===== src/rtl/mem_port_arbiter.sv =====
// mem_port_arbiter: shares one DDR2 command port between the D-cache (port 0) and the
// I-cache (port 1). One transaction is outstanding at a time. Each transaction is followed by
// one GAP cycle with no grant, which gives the requester a cycle to drop or update its valid.
//
// Optional build macro: MEM_ARB_TIMEOUT_EN enables a 16-bit busy-state watchdog. When it
// fires, it sets err_timeout, pulses the owner's ready with rd_data = 0 and abandons the
// command. Without the macro, err_timeout is tied 0.
//
// Ports:
//   clk, rst                 clock, synchronous active-high reset
//   req_valid/rw/addr/wdata0 port 0 (D-cache) command; valid held until ready0
//   req_valid/rw/addr/wdata1 port 1 (I-cache) command; valid held until ready1
//   ready0, ready1           one-cycle completion pulse to the owning port
//   rd_data                  read data, broadcast to both ports
//   mem_valid/rw/addr/wdata  command to the memory controller
//   mem_rd_data, mem_ready   read data and one-cycle completion pulse from memory
//   grant                    one-hot current owner, 00 when idle
//   err_proto, err_timeout   sticky error flags
module mem_port_arbiter #(
    parameter int unsigned ADDR_W         = 28,
    parameter int unsigned DATA_W         = 32,
    parameter bit          FIXED_PRIO     = 1'b0,
    parameter int unsigned TIMEOUT_CYCLES = 1024
) (
    input  logic              clk,
    input  logic              rst,
    input  logic              req_valid0,
    input  logic              req_rw0,
    input  logic [ADDR_W-1:0] req_addr0,
    input  logic [DATA_W-1:0] req_wdata0,
    output logic              ready0,
    input  logic              req_valid1,
    input  logic              req_rw1,
    input  logic [ADDR_W-1:0] req_addr1,
    input  logic [DATA_W-1:0] req_wdata1,
    output logic              ready1,
    output logic [DATA_W-1:0] rd_data,
    output logic              mem_valid,
    output logic              mem_rw,
    output logic [ADDR_W-1:0] mem_addr,
    output logic [DATA_W-1:0] mem_wdata,
    input  logic [DATA_W-1:0] mem_rd_data,
    input  logic              mem_ready,
    output logic [1:0]        grant,
    output logic              err_proto,
    output logic              err_timeout
);

    typedef enum logic [1:0] {StIdle, StBusy0, StBusy1, StGap} state_e;

    state_e            state_q, state_d;
    logic              rr_q, rr_d;              // 0: port 0 preferred on contention
    logic [1:0]        grant_q, grant_d;
    logic              mem_valid_q, mem_valid_d;
    logic              err_proto_q, err_proto_d;
    // Last command seen from the owner, replayed if the owner drops valid early.
    logic              hold_rw_q, hold_rw_d;
    logic [ADDR_W-1:0] hold_addr_q, hold_addr_d;
    logic [DATA_W-1:0] hold_wdata_q, hold_wdata_d;

    logic              busy;
    logic              owner;
    logic              owner_valid;
    logic              owner_rw;
    logic [ADDR_W-1:0] owner_addr;
    logic [DATA_W-1:0] owner_wdata;
    logic              pick1;
    logic              timeout_fire;
    logic              done;

    always_comb begin
        busy        = (state_q == StBusy0) || (state_q == StBusy1);
        owner       = (state_q == StBusy1);
        owner_valid = owner ? req_valid1 : req_valid0;
        owner_rw    = owner ? req_rw1    : req_rw0;
        owner_addr  = owner ? req_addr1  : req_addr0;
        owner_wdata = owner ? req_wdata1 : req_wdata0;
        // Port 1 wins alone, or on contention in round-robin mode when the pointer says so.
        pick1       = req_valid1 && (!req_valid0 || (!FIXED_PRIO && rr_q));
        done        = busy && (mem_ready || timeout_fire);
    end

`ifdef MEM_ARB_TIMEOUT_EN
    logic [15:0] wd_q, wd_d;
    logic        err_timeout_q, err_timeout_d;

    always_comb begin
        // Held at 0 outside BUSYn, so the first busy cycle always starts from 0.
        wd_d          = busy ? wd_q + 16'd1 : 16'd0;
        timeout_fire  = busy && !mem_ready && (wd_q == 16'(TIMEOUT_CYCLES - 1));
        err_timeout_d = err_timeout_q || timeout_fire;
    end

    always_ff @(posedge clk) begin
        if (rst) begin
            wd_q          <= 16'd0;
            err_timeout_q <= 1'b0;
        end else begin
            wd_q          <= wd_d;
            err_timeout_q <= err_timeout_d;
        end
    end

    assign err_timeout = err_timeout_q;
`else
    assign timeout_fire = 1'b0;
    assign err_timeout  = 1'b0;
`endif

    // Next-state logic.
    always_comb begin
        state_d      = state_q;
        rr_d         = rr_q;
        grant_d      = grant_q;
        mem_valid_d  = mem_valid_q;
        err_proto_d  = err_proto_q;
        hold_rw_d    = hold_rw_q;
        hold_addr_d  = hold_addr_q;
        hold_wdata_d = hold_wdata_q;

        unique case (state_q)
            StIdle: begin
                if (mem_ready) begin
                    err_proto_d = 1'b1;
                end
                if (req_valid0 || req_valid1) begin
                    state_d      = pick1 ? StBusy1 : StBusy0;
                    grant_d      = pick1 ? 2'b10 : 2'b01;
                    mem_valid_d  = 1'b1;
                    rr_d         = !pick1;
                    hold_rw_d    = pick1 ? req_rw1    : req_rw0;
                    hold_addr_d  = pick1 ? req_addr1  : req_addr0;
                    hold_wdata_d = pick1 ? req_wdata1 : req_wdata0;
                end
            end
            StBusy0, StBusy1: begin
                if (owner_valid) begin
                    hold_rw_d    = owner_rw;
                    hold_addr_d  = owner_addr;
                    hold_wdata_d = owner_wdata;
                end else begin
                    err_proto_d = 1'b1;
                end
                if (done) begin
                    state_d     = StGap;
                    grant_d     = 2'b00;
                    mem_valid_d = 1'b0;
                end
            end
            StGap: begin
                if (mem_ready) begin
                    err_proto_d = 1'b1;
                end
                state_d = StIdle;
            end
            default: state_d = StIdle;
        endcase
    end

    always_ff @(posedge clk) begin
        if (rst) begin
            state_q      <= StIdle;
            rr_q         <= 1'b0;
            grant_q      <= 2'b00;
            mem_valid_q  <= 1'b0;
            err_proto_q  <= 1'b0;
            hold_rw_q    <= 1'b0;
            hold_addr_q  <= '0;
            hold_wdata_q <= '0;
        end else begin
            state_q      <= state_d;
            rr_q         <= rr_d;
            grant_q      <= grant_d;
            mem_valid_q  <= mem_valid_d;
            err_proto_q  <= err_proto_d;
            hold_rw_q    <= hold_rw_d;
            hold_addr_q  <= hold_addr_d;
            hold_wdata_q <= hold_wdata_d;
        end
    end

    // Command mux: live inputs while the owner holds valid, replayed values after it drops.
    always_comb begin
        mem_rw    = 1'b0;
        mem_addr  = '0;
        mem_wdata = '0;
        if (busy) begin
            if (owner_valid) begin
                mem_rw    = owner_rw;
                mem_addr  = owner_addr;
                mem_wdata = owner_wdata;
            end else begin
                mem_rw    = hold_rw_q;
                mem_addr  = hold_addr_q;
                mem_wdata = hold_wdata_q;
            end
        end
    end

    assign ready0    = done && grant_q[0];
    assign ready1    = done && grant_q[1];
    assign rd_data   = timeout_fire ? '0 : mem_rd_data;
    assign mem_valid = mem_valid_q;
    assign grant     = grant_q;
    assign err_proto = err_proto_q;

endmodule


===== config.mk =====
export PLATFORM = sky130hd
export DESIGN_NAME = mem_port_arbiter
export DESIGN_NICKNAME = d
export VERILOG_FILES = /design/src/rtl/mem_port_arbiter.sv
export SDC_FILE = /design/constraint.sdc
export NUM_CORES = 1
export LEC_CHECK = 0
export ABC_CLOCK_PERIOD_IN_PS = 3500
export CAP_MARGIN = 10
export CORE_UTILIZATION = 40
export CTS_CLUSTER_DIAMETER = 60
export CTS_CLUSTER_SIZE = 16
export DETAILED_ROUTE_END_ITERATION = 12
export PLACE_DENSITY = 0.77
export SYNTH_ARGS = -nofsm -noshare
export SYNTH_HDL_FRONTEND = slang
export SYNTH_SLANG_ARGS = --single-unit

===== constraint.sdc =====
create_clock -name clk -period 3.5 [get_ports clk]
set_clock_uncertainty 0.15 [all_clocks]
set_input_delay 0.525 -clock clk [delete_from_list [all_inputs] [get_ports clk]]
set_output_delay 0.525 -clock clk [all_outputs]
set_load 0.01 [all_outputs]

==> results of run 1 <==
cell type report:
type / instances / area (µm²) / share of cell area (%)
Sequential cell: 68 / 1360 / 17.3
Inverter: 67 / 251 / 3.20
Multi-Input combinational cell: 546 / 3560 / 45.3
Timing Repair Buffer: 214 / 2150 / 27.4
Tap cell: 180 / 225 / 2.87
Clock buffer: 12 / 256 / 3.27
Clock inverter: 4 / 47.5 / 0.606
worst reg2reg max path, delay by kind of cell, from the launching register on:
kind / cells / cell delay [ns]
simple gates: 2 / 0.18
compound gates: 2 / 0.46
flops: 1 / 0.37
fa+ha+maj: 1 / 0.58
buf+inv: 3 / 0.71
path summary, 6_finish.rpt:
check | from | to | slack (ns)
max | state_q[1] | mem_addr[17] | 0.20
min | err_proto | err_proto | 0.32
max reg2reg | state_q[1] | hold_wdata_q[30] | 0.94
min reg2reg | err_proto | err_proto | 0.32
per-layer routing:
layer | vias to the layer above | wire length [µm] | part of all wire [%]
met3 | 27 | 1780 | 8.9
met5 | - | 0 | 0
met1 | 3049 | 8760 | 44
met2 | 392 | 9210 | 46
li1 | 3104 | - | -
met4 | 0 | 224 | 1.1
per-stage QoR:
| stage | utilization (%) | setup slack (ns) | hold WS [ns] | area (µm²) | cells |
|---|---|---|---|---|---|
| global route | 55.7 | 0.0545 | 0.337 | 7850 | 1091 |
| floorplan | - | 1.29 | 0.310 | 5880 | 802 |
| finish | 55.7 | 0.199 | 0.320 | 7850 | 1091 |
| detailed placement | 53.5 | 0.454 | 0.307 | 7540 | 1075 |
| CTS | 55.7 | 0.190 | 0.322 | 7850 | 1091 |
| global placement | 53.5 | 0.458 | 0.299 | 7540 | 1075 |
cells by family after synthesis:
kind of cell               count (synthesis)  synth area share (%)
adders and majority gates                  4                 0.851
AOI/OAI and AO/OA                        355                  43.9
muxes                                      4                 0.766
and+or+nand+nor                          182                  14.4
buffers and inverters                    188                  16.8
DFF                                       68                  23.1
other                                      1                0.0638
cell usage in the layout (no fill, tap or decap), drive strengths merged, types with 3 or more instances in the layout:
cell,n
o31a,4
dfxtp,68
buf,24
clkbuf,12
nand3,30
o211ai,4
a21o,56
a31oi,10
nand2,43
a311oi,57
o221ai,4
clkdlybuf4s50,190
mux2i,3
o221a,54
ha,4
a21oi,78
nand2b,40
nor2,62
inv,67
o21ai,84
registers in the layout, indices dropped and copies added, names as in the netlist:
| name | cells |
|---|---|
| hold_wdata_q | 32 |
| hold_addr_q | 28 |
| grant | 2 |
| state_q | 2 |
| err_proto | 1 |
| hold_rw_q | 1 |
| mem_valid | 1 |
| rr_q | 1 |
report_power, final:
group	switching (µW)	leakage (µW)	total (µW)	internal (µW)
combinational	2840	0.00256	5490	2650
clock	352	0.000149	940	588
sequential	168	0.000566	1320	1150
==> results.toml, run 1 <==
[clock_tree]
clock-sinks = 68
post_cts_resized = 0
clkLatencyLatePin_ns = 0.34
root_buffer = "clkbuf_16"
hold_buffers = 0
cts_made_buffers = 9
post-cts-setup-buffer-count = 0
cts_tree = "done"
path_clk_slew_ns = 0.06
clockBufferDepth = 2
htree_levels = 3

[die]
start_util_pct = 41.7
num_io_pins = 259
die_height_um = 123
rows = 43
dieArea_um2 = 15200
core_area_um2 = 14100
die_x_um = 123

[routing]
vias = 6572
first_pass_iters = 6
ant_nets = 0
finalWirelength_um = 20000
wl_per_cell_um = 18.3
drt-initial-drc-count = 616
drt-vias-per-instance = 6.02
drc = 0

[placement]
dp_hpwl_um = 12300
gp_congestion = 0.829
numPortBuffers = 193

[worst_hold_path]
min_path_type = "reg2reg"
holdPathStages = 2

[timing]
slew_headroom_pct = 32.7
tightest_slew_ns = 1.01
post-route-min-period_ns = 3.30
setup-tns-final_ns = 0
timing.fmax_mhz = 303
period_share_pct = 94.3
rsz0062_at_grt = "false"
finalSetupViolCount = 0
hold_viol = 0
drv_slew = 0

[grt]
grt_max_degree = 85
use_met3_pct = 5.35
grt-ovfl-total = 0
antenna_found_initial = 0
globalRouteMet1Util_pct = 34.7
grtUsageMet2_pct = 42.9
grt_pass1_vias = 6135
grt_usage_pct = 26.1
top_usage_layer = "met2"
grt_pass1_wl_um = 31300

[critical_path]
worst-r2r-cell-count = 8
worstSetupEndpointType = "output port"
crit_type = "reg2out"
startpoint_type = "flip-flop"
path_buf_inv = 4
cp_max_fo = 48
cp.depth = 7
critical-path-top-delay-family = "buffers and inverters"
max_stage_delay_ns = 0.58
worstPathArrival_ns = 2.63
cp_common_cell = "inv_1"
crit_required_ns = 2.82
crit_path_top_delay_cell = "ha_4"
path_cells = "inv_1 > ha_4 > buf_12 > o221a_2 > o21ai_0 > inv_1 > clkdlybuf4s50_1"

[logic_synthesis]
synth_nets = 965
yosys-top-cells-area = "dfxtp_1 (23%), o221a_2 (10%), a311oi_1 (7.9%), a21o_1 (7.1%), buf_4 (6.8%)"
ys_top_cells_by_count = "a21oi_1 (76), dfxtp_1 (68), inv_1 (66)"
yosysTopAreaCellShare_pct = 23.1
postSynthCellCount = 802
synth_top_area_cell = "dfxtp_1"
synth_cell_types = 40
yosysWarnings = 0
syn_avg_cell_area_um2 = 7.33
synth_edf_count = 0
ys_ff_latch = 68
synthFlopType = "dfxtp_1"
synth.most_common_cell = "a21oi_1"
syn-cell-area_um2 = 5880
async_flop_share_pct = 0
yosysSeqAreaShare_pct = 23.1

[power]
leakagePower_uw = 0.00327
irDropWorstVdd_v = 0.000558
p_per_area_nw_per_um2 = 987
power.total_uw = 7750

[layout]
fin_nets = 1069
drive_gt1_share_pct = 12.0
area_growth_pct = 33.4
num-fill-cells = 1302
antenna_cells = 0

[run]
drv_cap = 0

[status]
status = "finished clean"
Power figures use the tool's default switching activity.
==> run 2, diff against run 1 <==
--- a/config.mk
+++ b/config.mk
@@ -5,6 +5,7 @@
 export SDC_FILE = /design/constraint.sdc
 export NUM_CORES = 1
 export LEC_CHECK = 0
+export ABC_AREA = 1
 export ABC_CLOCK_PERIOD_IN_PS = 3500
 export CAP_MARGIN = 10
 export CORE_UTILIZATION = 40
@@ -12,6 +13,7 @@
 export CTS_CLUSTER_SIZE = 16
 export DETAILED_ROUTE_END_ITERATION = 12
 export PLACE_DENSITY = 0.77
+export SLEW_MARGIN = 0
 export SYNTH_ARGS = -nofsm -noshare
 export SYNTH_HDL_FRONTEND = slang
 export SYNTH_SLANG_ARGS = --single-unit
==> run 2 against run 1 <==
Compared with the run above: register-to-register slack worse by 0.26 ns; critical endpoint is now mem_addr[13]; critical path depth is 2 higher; highest routed layer unchanged; combinational power is 6.7% lower; clock power is 4.0% lower.
==> results.toml, run 2 <==
[worst_hold_path]
min_from = "mem_valid"
holdPathStages = 2
min_path_type = "reg2reg"
min_to = "mem_valid"

[clock_tree]
clock-sinks = 68
hold_buffers = 0
path_clk_slew_ns = 0.06
htree_levels = 3
cts_made_buffers = 9
clkLatencyLatePin_ns = 0.32
clockBufferDepth = 2
root_buffer = "clkbuf_16"
cts_tree = "done"
post_cts_resized = 0
post-cts-setup-buffer-count = 0

[timing]
timing.fmax_mhz = 304
finalSetupViolCount = 0
drv_slew = 0
tightest_slew_ns = 0.803
slew_headroom_pct = 46.5
fin_ws_ns = 0.212
hold_viol = 0
rsz0062_at_grt = "false"
post-route-min-period_ns = 3.29
setup-tns-final_ns = 0
period_share_pct = 93.9

[placement]
dp_slack_ns = 0.437
dp_hpwl_um = 12400
numPortBuffers = 193
post-place-cells = 1381
gp_congestion = 0.793

[logic_synthesis]
syn-cell-area_um2 = 5990
yosysSeqAreaShare_pct = 22.7
synth_nets = 1270
postSynthCellCount = 1107
yosys-top-cells-area = "dfxtp_1 (23%), nand2_1 (16%), nor2_1 (16%), nand3_1 (16%), nand4_1 (6.4%)"
ys_top_cells_by_count = "nand2_1 (263), nor2_1 (252), nand3_1 (186)"
syn_avg_cell_area_um2 = 5.41
yosysTopAreaCellShare_pct = 22.7
yosysWarnings = 0
async_flop_share_pct = 0
synth_edf_count = 0
synth_cell_types = 20
ys_ff_latch = 68
synth_top_area_cell = "dfxtp_1"
synth.most_common_cell = "nand2_1"
synthFlopType = "dfxtp_1"

[routing]
finalWirelength_um = 19700
wl_per_cell_um = 14.1
drt-vias-per-instance = 5.31
drc = 0
first_pass_iters = 6
vias = 7414
ant_nets = 0
drt-initial-drc-count = 684

[grt]
antenna_found_initial = 0
grt_pass1_wl_um = 32000
grt_pass1_vias = 6478
grt_usage_pct = 24.5
grt_max_degree = 77
grt-ovfl-total = 0

[critical_path]
cp_max_fo = 27
crit_type = "reg2out"
max_stage_delay_ns = 0.58
startpoint_type = "flip-flop"
reg2reg_slack_ns = 0.68
path_cells = "inv_1 > ha_2 > inv_2 > buf_4 > nand2_1 > nand2_1 > nor2_1 > nor2_1 > clkdlybuf4s50_1"
crit_path_top_delay_cell = "clkdlybuf4s50_1"
worst-r2r-cell-count = 10
crit_path_start = "state_q[0]"
r2r-end = "grant[0]"
r2r_start = "state_q[1]"
worstSetupEndpointType = "output port"
worstPathArrival_ns = 2.61
crit_required_ns = 2.82

[die]
die_x_um = 124
num_io_pins = 259
start_util_pct = 41.1
rows = 44
core_area_um2 = 14600
dieArea_um2 = 15500
die_height_um = 124

[layout]
reg_top3 = "hold_wdata_q x32, hold_addr_q x28"
layout_commonest_cell = "nand2_1"
multi_input_area_um2 = 3700
area_growth_pct = 33.5
antenna_cells = 0
largest_reg_flops = 32
fin_nets = 1371
drive_gt1_share_pct = 3.87
final_cell_mix = "nand2_1 (259), nor2_1 (252), clkdlybuf4s50_1 (192)"
seqCellArea_um2 = 1360
num-fill-cells = 1471
instances_no_fill = 1397
regMostFlops = "hold_wdata_q"
final_core_util_pct = 54.8

[power]
power.total_uw = 7360
irDropWorstVdd_v = 0.000829
p_per_area_nw_per_um2 = 920
leakagePower_uw = 0.00368

[run]
drv_cap = 0

[status]
status = "finished clean"
## run 2: cell types whose count changed after synthesis, sizes merged, moves of 56 or more
cell / change
nand2: +221
a21o: -56
nand3: +156
a21oi: -70
nand4: +61
a311oi: -57
nor2: +190
## run 2: final cells by class
type	count	area share, %
clock buffers	10	2.86
clock inverters	6	0.813
inverters	75	3.55
multi-input cells	840	46.2
flip-flops and latches	68	17.0
well taps	184	2.88
repair buffers	214	26.7
## run 2: worst max-delay path, delay by kind of cell, from the launching register on
family	cells	cell delay [ns]
DFF	1	0.30
and+or+nand+nor	4	0.41
buffers and inverters	4	1.35
adders and majority gates	1	0.23
## run 2: layer usage
layer,global-route usage [%],wire length (µm)
met1,32.1,8390
met2,39.9,9220
met3,4.21,1560
met4,9.50,542
met5,0,0
## run 2: how the worst max path moves through the flow
stage / to / depth (start not counted)
floorplan: mem_addr[0] / 6
global placement: mem_addr[13] / 8
detailed placement: mem_addr[13] / 8
CTS: mem_addr[13] / 9
global route: mem_addr[17] / 9
finish: mem_addr[13] / 9
## run 2: power breakdown
part           leakage (µW)  internal, µW  switching [µW]
clock network      0.000142           552             350
registers          0.000565          1170             165
logic               0.00297          2030            3090
total               0.00368          3760            3600
## run 2: metrics by stage
stage                     hold slack (ns)  area, µm²
after floorplan                     0.320       5990
after global placement              0.303       7710
after detailed placement            0.309       7710
after CTS                           0.320       8000
after global routing                0.369       8000
final                               0.320       8000
## run 2: cell families (layout without fill, tap and decap cells)
logic type,Yosys count,count (layout),share of synthesized area [%]
compound gates,70,70,5.95
fa+ha+maj,4,4,0.835
buf+inv,199,305,16.0
flops,68,68,22.7
other cells,1,1,0.0626
simple gates,765,765,54.5
==> run 3, diff against run 2 <==
--- a/config.mk
+++ b/config.mk
@@ -12,8 +12,9 @@
 export CTS_CLUSTER_DIAMETER = 60
 export CTS_CLUSTER_SIZE = 16
 export DETAILED_ROUTE_END_ITERATION = 12
-export PLACE_DENSITY = 0.77
-export SLEW_MARGIN = 0
+export DONT_BUFFER_PORTS = 1
+export PLACE_DENSITY = 0.54
+export SLEW_MARGIN = 5
 export SYNTH_ARGS = -nofsm -noshare
 export SYNTH_HDL_FRONTEND = slang
 export SYNTH_SLANG_ARGS = --single-unit
==> run 3 against run 2 <==
Compared with the run above: critical path depth unchanged; via count is 12% lower; global-route usage decreased by 0.54 points; worst setup slack improved by 0.13 ns; count of clock-buffer cells in the layout rose by 2; final area down 24%; cell count shrank 14%; wire length is 4.6% lower; sequential share of layout area increased by 5.5 points; critical path type unchanged.
==> results.toml, run 3 (synthesis gave the netlist of run 2 again) <==
[status]
status = "finished clean"

[grt]
grt_pass1_vias = 5941
grt_pass1_wl_um = 30400
grt-ovfl-total = 0
grt_usage_pct = 24.0
antenna_found_initial = 0
grt_max_degree = 80

[placement]
gp_congestion = 0.761
numPortBuffers = 0
dp_hpwl_um = 11600

[power]
power.total_uw = 6450
leakagePower_uw = 0.00294
seqPwrFrac_pct = 21.1
p_switching_uw = 3430
cell_internal_pwr_uw = 3020
pwr-share-clk_pct = 14.3
switching_share_pct = 53.2
irDropWorstVdd_v = 0.000443
power_frac_comb_pct = 64.6
p_per_area_nw_per_um2 = 1070

[critical_path]
crit_required_ns = 2.82
cp_max_fo = 31
worstSetupEndpointType = "output port"
startpoint_type = "flip-flop"
crit_type = "reg2out"
worstPathArrival_ns = 2.49
path_cells = "inv_1 > ha_2 > inv_2 > nand2_2 > buf_4 > nand3_1 > nand2_1 > nor2_1 > buf_4"
cp_common_cell = "buf_4"
path_buf_inv = 4
critical-path-top-delay-family = "buffers and inverters"
max_stage_delay_ns = 0.45
crit_path_top_delay_cell = "nand2_2"

[layout]
area_growth_pct = 1.02
fin_nets = 1179
reg_top3 = "hold_wdata_q x32, hold_addr_q x28"
antenna_cells = 0
final_cell_mix = "nand2_1 (259), nor2_1 (252), nand3_1 (186)"
multi_input_area_um2 = 3700
seqCellArea_um2 = 1360
largest_reg_flops = 32
num-fill-cells = 1600
regMostFlops = "hold_wdata_q"
drive_gt1_share_pct = 4.60
layout_commonest_cell = "nand2_1"
final_core_util_pct = 41.5

[timing]
setup-tns-final_ns = 0
rsz0062_at_grt = "false"
post-route-min-period_ns = 3.16
tightest_slew_ns = 0.770
period_share_pct = 90.3
hold_viol = 0
finalSetupViolCount = 0
slew_headroom_pct = 48.7
drv_slew = 0
timing.fmax_mhz = 316

[clock_tree]
hold_buffers = 0
clockBufferDepth = 2
post_cts_resized = 0
root_buffer = "clkbuf_16"
path_clk_slew_ns = 0.06
post-cts-setup-buffer-count = 0
clkLatencyLatePin_ns = 0.33
cts_made_buffers = 9
clock-sinks = 68
htree_levels = 3
cts_tree = "done"

[routing]
drt-initial-drc-count = 438
drt-vias-per-instance = 5.39
wl_per_cell_um = 15.6
ant_nets = 0
first_pass_iters = 6
finalWirelength_um = 18800
vias = 6495
drc = 0

[worst_hold_path]
min_path_type = "in2reg"

[die]
num_io_pins = 259
die_x_um = 124
start_util_pct = 41.1
dieArea_um2 = 15500
rows = 44
core_area_um2 = 14600
die_height_um = 124

[run]
drv_cap = 0
## run 3: final cells by class
| cell class | count | area share (%) |
|---|---|---|
| inverter | 75 | 4.69 |
| tap | 184 | 3.80 |
| multi-input combinational | 840 | 61.1 |
| clock buffer | 12 | 4.24 |
| sequential | 68 | 22.5 |
| timing repair buffer | 22 | 2.94 |
| clock inverter | 4 | 0.785 |
## run 3: power by group through the flow
stage / Clock [µW] / Combinational (µW) / Sequential (µW)
6_report: 923 / 4170 / 1360
3_3_place_gp: 0 / 4190 / 1370
3_5_place_dp: 0 / 4190 / 1370
5_1_grt: 978 / 4780 / 1410
4_1_cts: 953 / 4200 / 1360
2_1_floorplan: 0 / 3430 / 1330
## run 3: routing by layer
| layer | track usage [%] | wire length (µm) | vias to the layer above |
|---|---|---|---|
| met4 | 9.64 | 448 | 0 |
| met2 | 39.8 | 8730 | 243 |
| met1 | 29.9 | 8250 | 2866 |
| met3 | 5.28 | 1370 | 39 |
| li1 | - | - | 3347 |
| met5 | 0 | 0 | - |
## run 3: per-stage QoR
| step | worst slack (ns) | instance area, µm² | instances | hold slack [ns] |
|---|---|---|---|---|
| after floorplan | 1.40 | 5990 | 1107 | 0.320 |
| after global placement | 0.706 | 5750 | 1189 | 0.350 |
| after detailed placement | 0.664 | 5750 | 1189 | 0.362 |
| after CTS | 0.298 | 6050 | 1205 | 0.0868 |
| after global routing | 0.124 | 6050 | 1205 | 0.0858 |
| final | 0.339 | 6050 | 1205 | 0.103 |
## run 3: worst paths after layout
kind                                  from                to  slack, ns  cells after the start
worst min-delay path                   rst         mem_valid       0.10                      1
worst max register to register  state_q[1]  hold_wdata_q[17]       0.95                      8
worst min register to register  state_q[1]        state_q[1]       0.37                      2
worst max-delay path            state_q[0]     mem_wdata[15]       0.34                      9
